File: src/rtl/frame_writer.sv
// Rectangle-fill / full-clear writer for the 240x320 3-bpp image memory.
// Commands are clipped to the image and written out row-major, one pixel per cycle.
module frame_writer #(
    parameter int H_IMAGE = 240,
    parameter int V_IMAGE = 320,
    parameter int ADDR_W  = 17
) (
    input  logic              clock,
    input  logic              reset_n,
    input  logic              cmd_valid,
    output logic              cmd_ready,
    input  logic              cmd_clear,
    input  logic [10:0]       cmd_x,
    input  logic [10:0]       cmd_y,
    input  logic [10:0]       cmd_w,
    input  logic [10:0]       cmd_h,
    input  logic [2:0]        cmd_color,
    input  logic              wr_stall,
    output logic [ADDR_W-1:0] mem_addr,
    output logic [2:0]        mem_data,
    output logic              mem_we,
    output logic              busy,
    output logic              done,
    output logic              cmd_error
);

    // state | meaning
    // IDLE  | waiting for a command, cmd_ready high
    // SETUP | compute row base address and clip limits
    // WRITE | one pixel write per unstalled cycle
    // DONE  | done pulse, then back to IDLE
    typedef enum logic [1:0] {IDLE, SETUP, WRITE, DONE} state_t;

    state_t            state;
    logic [10:0]       x_s, y_s, w_s, h_s;
    logic [10:0]       col, row, x_last, y_last;
    logic [ADDR_W-1:0] row_base;
    logic              writing;

    logic              cmd_bad;
    logic [10:0]       x_sel, y_sel, w_sel, h_sel;
    logic [11:0]       x_sum, y_sum;
    logic [10:0]       x_last_c, y_last_c;
    logic [ADDR_W-1:0] row_base_c;

    always_comb begin
        cmd_bad = 1'b0;
        x_sel   = cmd_x;
        y_sel   = cmd_y;
        w_sel   = cmd_w;
        h_sel   = cmd_h;
        if (cmd_clear) begin
            x_sel = 11'd0;
            y_sel = 11'd0;
            w_sel = 11'(H_IMAGE);
            h_sel = 11'(V_IMAGE);
        end else begin
            cmd_bad = (cmd_x >= 11'(H_IMAGE)) || (cmd_y >= 11'(V_IMAGE)) ||
                      (cmd_w == 11'd0) || (cmd_h == 11'd0);
        end
    end

    // 12-bit sums so x+w / y+h cannot wrap before clipping
    assign x_sum      = {1'b0, x_s} + {1'b0, w_s};
    assign y_sum      = {1'b0, y_s} + {1'b0, h_s};
    assign x_last_c   = (x_sum >= 12'(H_IMAGE)) ? 11'(H_IMAGE - 1) : 11'(x_sum - 12'd1);
    assign y_last_c   = (y_sum >= 12'(V_IMAGE)) ? 11'(V_IMAGE - 1) : 11'(y_sum - 12'd1);
    assign row_base_c = ADDR_W'(y_s) * ADDR_W'(H_IMAGE) + ADDR_W'(x_s);

    // Stall must suppress the write in the same cycle it is asserted.
    assign mem_we = writing & ~wr_stall;

    always_ff @(posedge clock or negedge reset_n) begin
        if (!reset_n) begin
            state     <= IDLE;
            cmd_ready <= 1'b1;
            busy      <= 1'b0;
            done      <= 1'b0;
            cmd_error <= 1'b0;
            writing   <= 1'b0;
            mem_addr  <= '0;
            mem_data  <= 3'd0;
            row_base  <= '0;
            x_s       <= 11'd0;
            y_s       <= 11'd0;
            w_s       <= 11'd0;
            h_s       <= 11'd0;
            col       <= 11'd0;
            row       <= 11'd0;
            x_last    <= 11'd0;
            y_last    <= 11'd0;
        end else begin
            cmd_error <= 1'b0;
            case (state)
                IDLE: begin
                    if (cmd_valid) begin
                        if (cmd_bad) begin
                            cmd_error <= 1'b1;
                        end else begin
                            x_s       <= x_sel;
                            y_s       <= y_sel;
                            w_s       <= w_sel;
                            h_s       <= h_sel;
                            mem_data  <= cmd_color;
                            busy      <= 1'b1;
                            cmd_ready <= 1'b0;
                            state     <= SETUP;
                        end
                    end
                end
                SETUP: begin
                    row_base <= row_base_c;
                    mem_addr <= row_base_c;
                    x_last   <= x_last_c;
                    y_last   <= y_last_c;
                    col      <= x_s;
                    row      <= y_s;
                    writing  <= 1'b1;
                    state    <= WRITE;
                end
                WRITE: begin
                    if (!wr_stall) begin
                        if (col == x_last) begin
                            if (row == y_last) begin
                                writing <= 1'b0;
                                done    <= 1'b1;
                                state   <= DONE;
                            end else begin
                                col      <= x_s;
                                row      <= row + 11'd1;
                                row_base <= row_base + ADDR_W'(H_IMAGE);
                                mem_addr <= row_base + ADDR_W'(H_IMAGE);
                            end
                        end else begin
                            col      <= col + 11'd1;
                            mem_addr <= mem_addr + ADDR_W'(1);
                        end
                    end
                end
                DONE: begin
                    done      <= 1'b0;
                    busy      <= 1'b0;
                    cmd_ready <= 1'b1;
                    state     <= IDLE;
                end
                default: state <= IDLE;
            endcase
        end
    end

endmodule

File: config.mk
export PLATFORM = sky130hd
export DESIGN_NAME = frame_writer
export DESIGN_NICKNAME = d
export VERILOG_FILES = /design/src/rtl/frame_writer.sv
export SDC_FILE = /design/constraint.sdc
export NUM_CORES = 1
export LEC_CHECK = 0
export CAP_MARGIN = 20
export CORE_ASPECT_RATIO = 0.8
export CORE_UTILIZATION = 50
export CTS_CLUSTER_DIAMETER = 100
export CTS_CLUSTER_SIZE = 8
export DETAILED_ROUTE_END_ITERATION = 6
export DONT_BUFFER_PORTS = 1
export GPL_TIMING_DRIVEN = 0
export SLEW_MARGIN = 10
export SYNTH_ARGS = -nofsm -noshare
export SYNTH_HDL_FRONTEND = slang
export SYNTH_SLANG_ARGS = --single-unit
File: constraint.sdc
create_clock -name clock -period 4.93 [get_ports clock]
set_clock_uncertainty 0.2 [all_clocks]
set_input_delay 0.986 -clock clock [delete_from_list [all_inputs] [get_ports clock]]
set_output_delay 0.986 -clock clock [all_outputs]
set_load 0.02 [all_outputs]
==> results.toml <==
[die]
io_pins = 77
rows = 43
die_area_um2 = 19000
die_h_um = 123
fp.coreArea_um2 = 17600
die_w_um = 154
initial_core_util_pct = 52.1

[logic_synthesis]
synth.largest_area_cell = "dfrtp_1"
synthTopCellsByArea = "dfrtp_1 (36%), ha_1 (7.2%), nand2_1 (5.8%), a21oi_1 (4.9%), fa_1 (4.8%)"
ys_types = 63
yosysWarnings = 0
synth_nets = 1189
syn_area_per_cell_um2 = 8.66
synth_seq_cells = 132
postSynth.asyncResetShare_pct = 100
post_synth_inst_count = 1062
ys_seq_area_share_pct = 35.9
synth_top_flop_cell = "dfrtp_1"
netlist.area_leader.share_pct = 35.6
synth-edff-count = 0
syn_area_um2 = 9200

[clocking]
clkLatencyLatePin_ns = 0.43
clk_pin_slew_ns = 0.06
numCtsBuffers = 17
postCtsResizedCells = 0
hold_buffers = 0
cts_root_buf = "clkbuf_16"
clockBufferDepth = 2
numClockSinks = 132
tritoncts = "done"
post_cts_buffers = 0
cts_htree_levels = 4

[timing]
fmax_mhz = 223
hold_violations = 0
final-setup-viol-count = 0
rsz0062_at_grt = "no"
fin_crit_ns = 4.48
fin_setup_tns_ns = 0
worst_slew_pin_slew_ns = 0.738
slew_headroom_pct = 50.8
finalMaxSlewViolations = 0
period_share_pct = 91.0

[global_routing]
grt_pass1_vias = 7544
grt_max_degree = 133
grt_pass1_wl_mm = 39.6
grt_overflow = 0
grt.total_usage_pct = 27.3
antenna_found_initial = 0

[job]
drv_cap = 0

[finish]
nets = 1208
fill_cells = 1647
drive_above_1_share_pct = 5.30
n_antenna_cell = 0
area_growth_pct = 9.40

[route]
drc = 2
drtIter0Drc = 584
wirelength_mm = 24.5
ant_nets = 0
via_count = 7565
wire_per_inst_um = 18.5
avgViaCountPerCell = 5.74
dr.pass1.iters = 7

[critical_path]
cp_data_arrival_time_ns = 4.59
cp-start-kind = "register"
crit_type = "register to register"
crit_path_end_kind = "register"
required_ns = 5.03
critPathMaxFanout = 6

[min_path]
min_path_type = "input pin to asynchronous set/reset pin"

[placement]
port_buffers = 0
dpl.hpwl_mm = 18.5
gp_congestion = 0.876

[outcome]
violations = "DRC"
status = "finished, violations left"
==> synth_stat cells, drive strengths merged, types with 6 or more instances <==
cell type and number:
nand2 143, dfrtp 131, a21oi 90, nor2 89, inv 67, o21ai 58
ha 53, xnor2 49, clkbuf 41, xor2 38, nand3b 34, nand3 30
fa 22, a31oi 18, nor3 18, nor4 15, nand4 10, o211ai 10
a21o 9, or3 9, a22o 8, a22oi 8, mux2i 8, o21a 8
a211oi 7, buf 7, nor2b 7, o22ai 7, nand2b 6
==> state kept, by name (all words and copies together) (netlist names) <==
signal	cells
cmd_error	1
x_last	11
busy	1
state	2
row_base	17
writing	1
row	11
x_s	11
mem_addr	17
mem_data	3
h_s	11
done	1
col	11
y_s	11
w_s	11
y_last	11
cmd_ready	1
==> metrics by stage <==
stage / utilization, % / hold WS (ns) / instances / setup WS [ns] / cell area [µm²]
4_1_cts: 57.0 / 0.0473 / 1319 / 0.420 / 10100
2_1_floorplan: - / 0.243 / 1062 / 0.985 / 9200
3_3_place_gp: 53.7 / 0.262 / 1287 / 0.509 / 9480
5_1_grt: 57.0 / 0.0377 / 1319 / 0.148 / 10100
3_5_place_dp: 53.7 / 0.269 / 1287 / 0.457 / 9480
6_report: 57.0 / 0.0599 / 1319 / 0.446 / 10100
==> metal layers <==
metal	up-vias	share of wire, %	global-route usage (%)
met4	0	1.3	7.25
met1	3618	50	38.5
met5	-	0	0
met2	171	45	43.8
met3	24	4.5	4.66
li1	3752	-	-
==> critical path, stage by stage, from the launching register on <==
cell and delay [ns]:
dfrtp_1 0.57, inv_1 0.17, fa_1 0.52, fa_1 0.51
inv_1 0.04, ha_1 0.33, nand2b_1 0.13, nand2_1 0.07
a21oi_1 0.17, xnor2_1 0.08, ha_1 0.36, o21a_1 0.14
nor2_1 0.04, a21oi_1 0.33, xnor2_1 0.26, nor2_1 0.07
o311a_1 0.36
==> kinds of logic (layout without fill, tap and decap cells) <==
kind of cell	count (synthesis)	count (layout)	synth area share, %
compound gates	257	257	17.7
fa+ha+maj	75	75	12.0
flops	132	132	35.9
buf+inv	115	147	4.84
xor+xnor	87	87	8.28
simple gates	384	384	20.0
mux	12	12	1.36
==> cells in the final DEF, fill, tap and decap left out, drive strengths merged, types with 34 or more instances in the layout <==
cell type,n
nand2,143
inv,70
o21ai,58
dfrtp,131
clkbuf,61
a21oi,90
xnor2,49
nand3b,34
ha,53
xor2,38
nor2,89
==> area by class of cell <==
| class | instances | area [µm²] | area share (%) |
|---|---|---|---|
| clock inverter | 12 | 126 | 1.26 |
| clock buffer | 20 | 457 | 4.54 |
| tap | 225 | 282 | 2.80 |
| inverter | 67 | 251 | 2.50 |
| buffer | 48 | 194 | 1.93 |
| multi-input combinational | 815 | 5450 | 54.2 |
| sequential | 132 | 3300 | 32.8 |
==> path summary, 6_finish.rpt <==
kind | startpoint | endpoint | slack, ns | cells past startpoint
worst max-delay path | y_s[1]$_DFFE_PN0P_ | mem_addr[11]$_DFFE_PN0P_ | 0.45 | 16
worst min-delay path | reset_n | row[5]$_DFFE_PN0P_ | 0.06 | 0
worst max register to register | y_s[1]$_DFFE_PN0P_ | mem_addr[11]$_DFFE_PN0P_ | 0.45 | 16
worst min register to register | w_s[10]$_DFFE_PN0P_ | w_s[10]$_DFFE_PN0P_ | 0.28 | 2
max in group asynchronous | reset_n | cmd_ready$_DFFE_PN1P_ | 4.16 | 0
min in group clock | w_s[10]$_DFFE_PN0P_ | w_s[10]$_DFFE_PN0P_ | 0.28 | 2
Power is left out: the tool's default activity adds up to more than one toggle a clock period on the data nets, which glitch-free logic cannot reach.
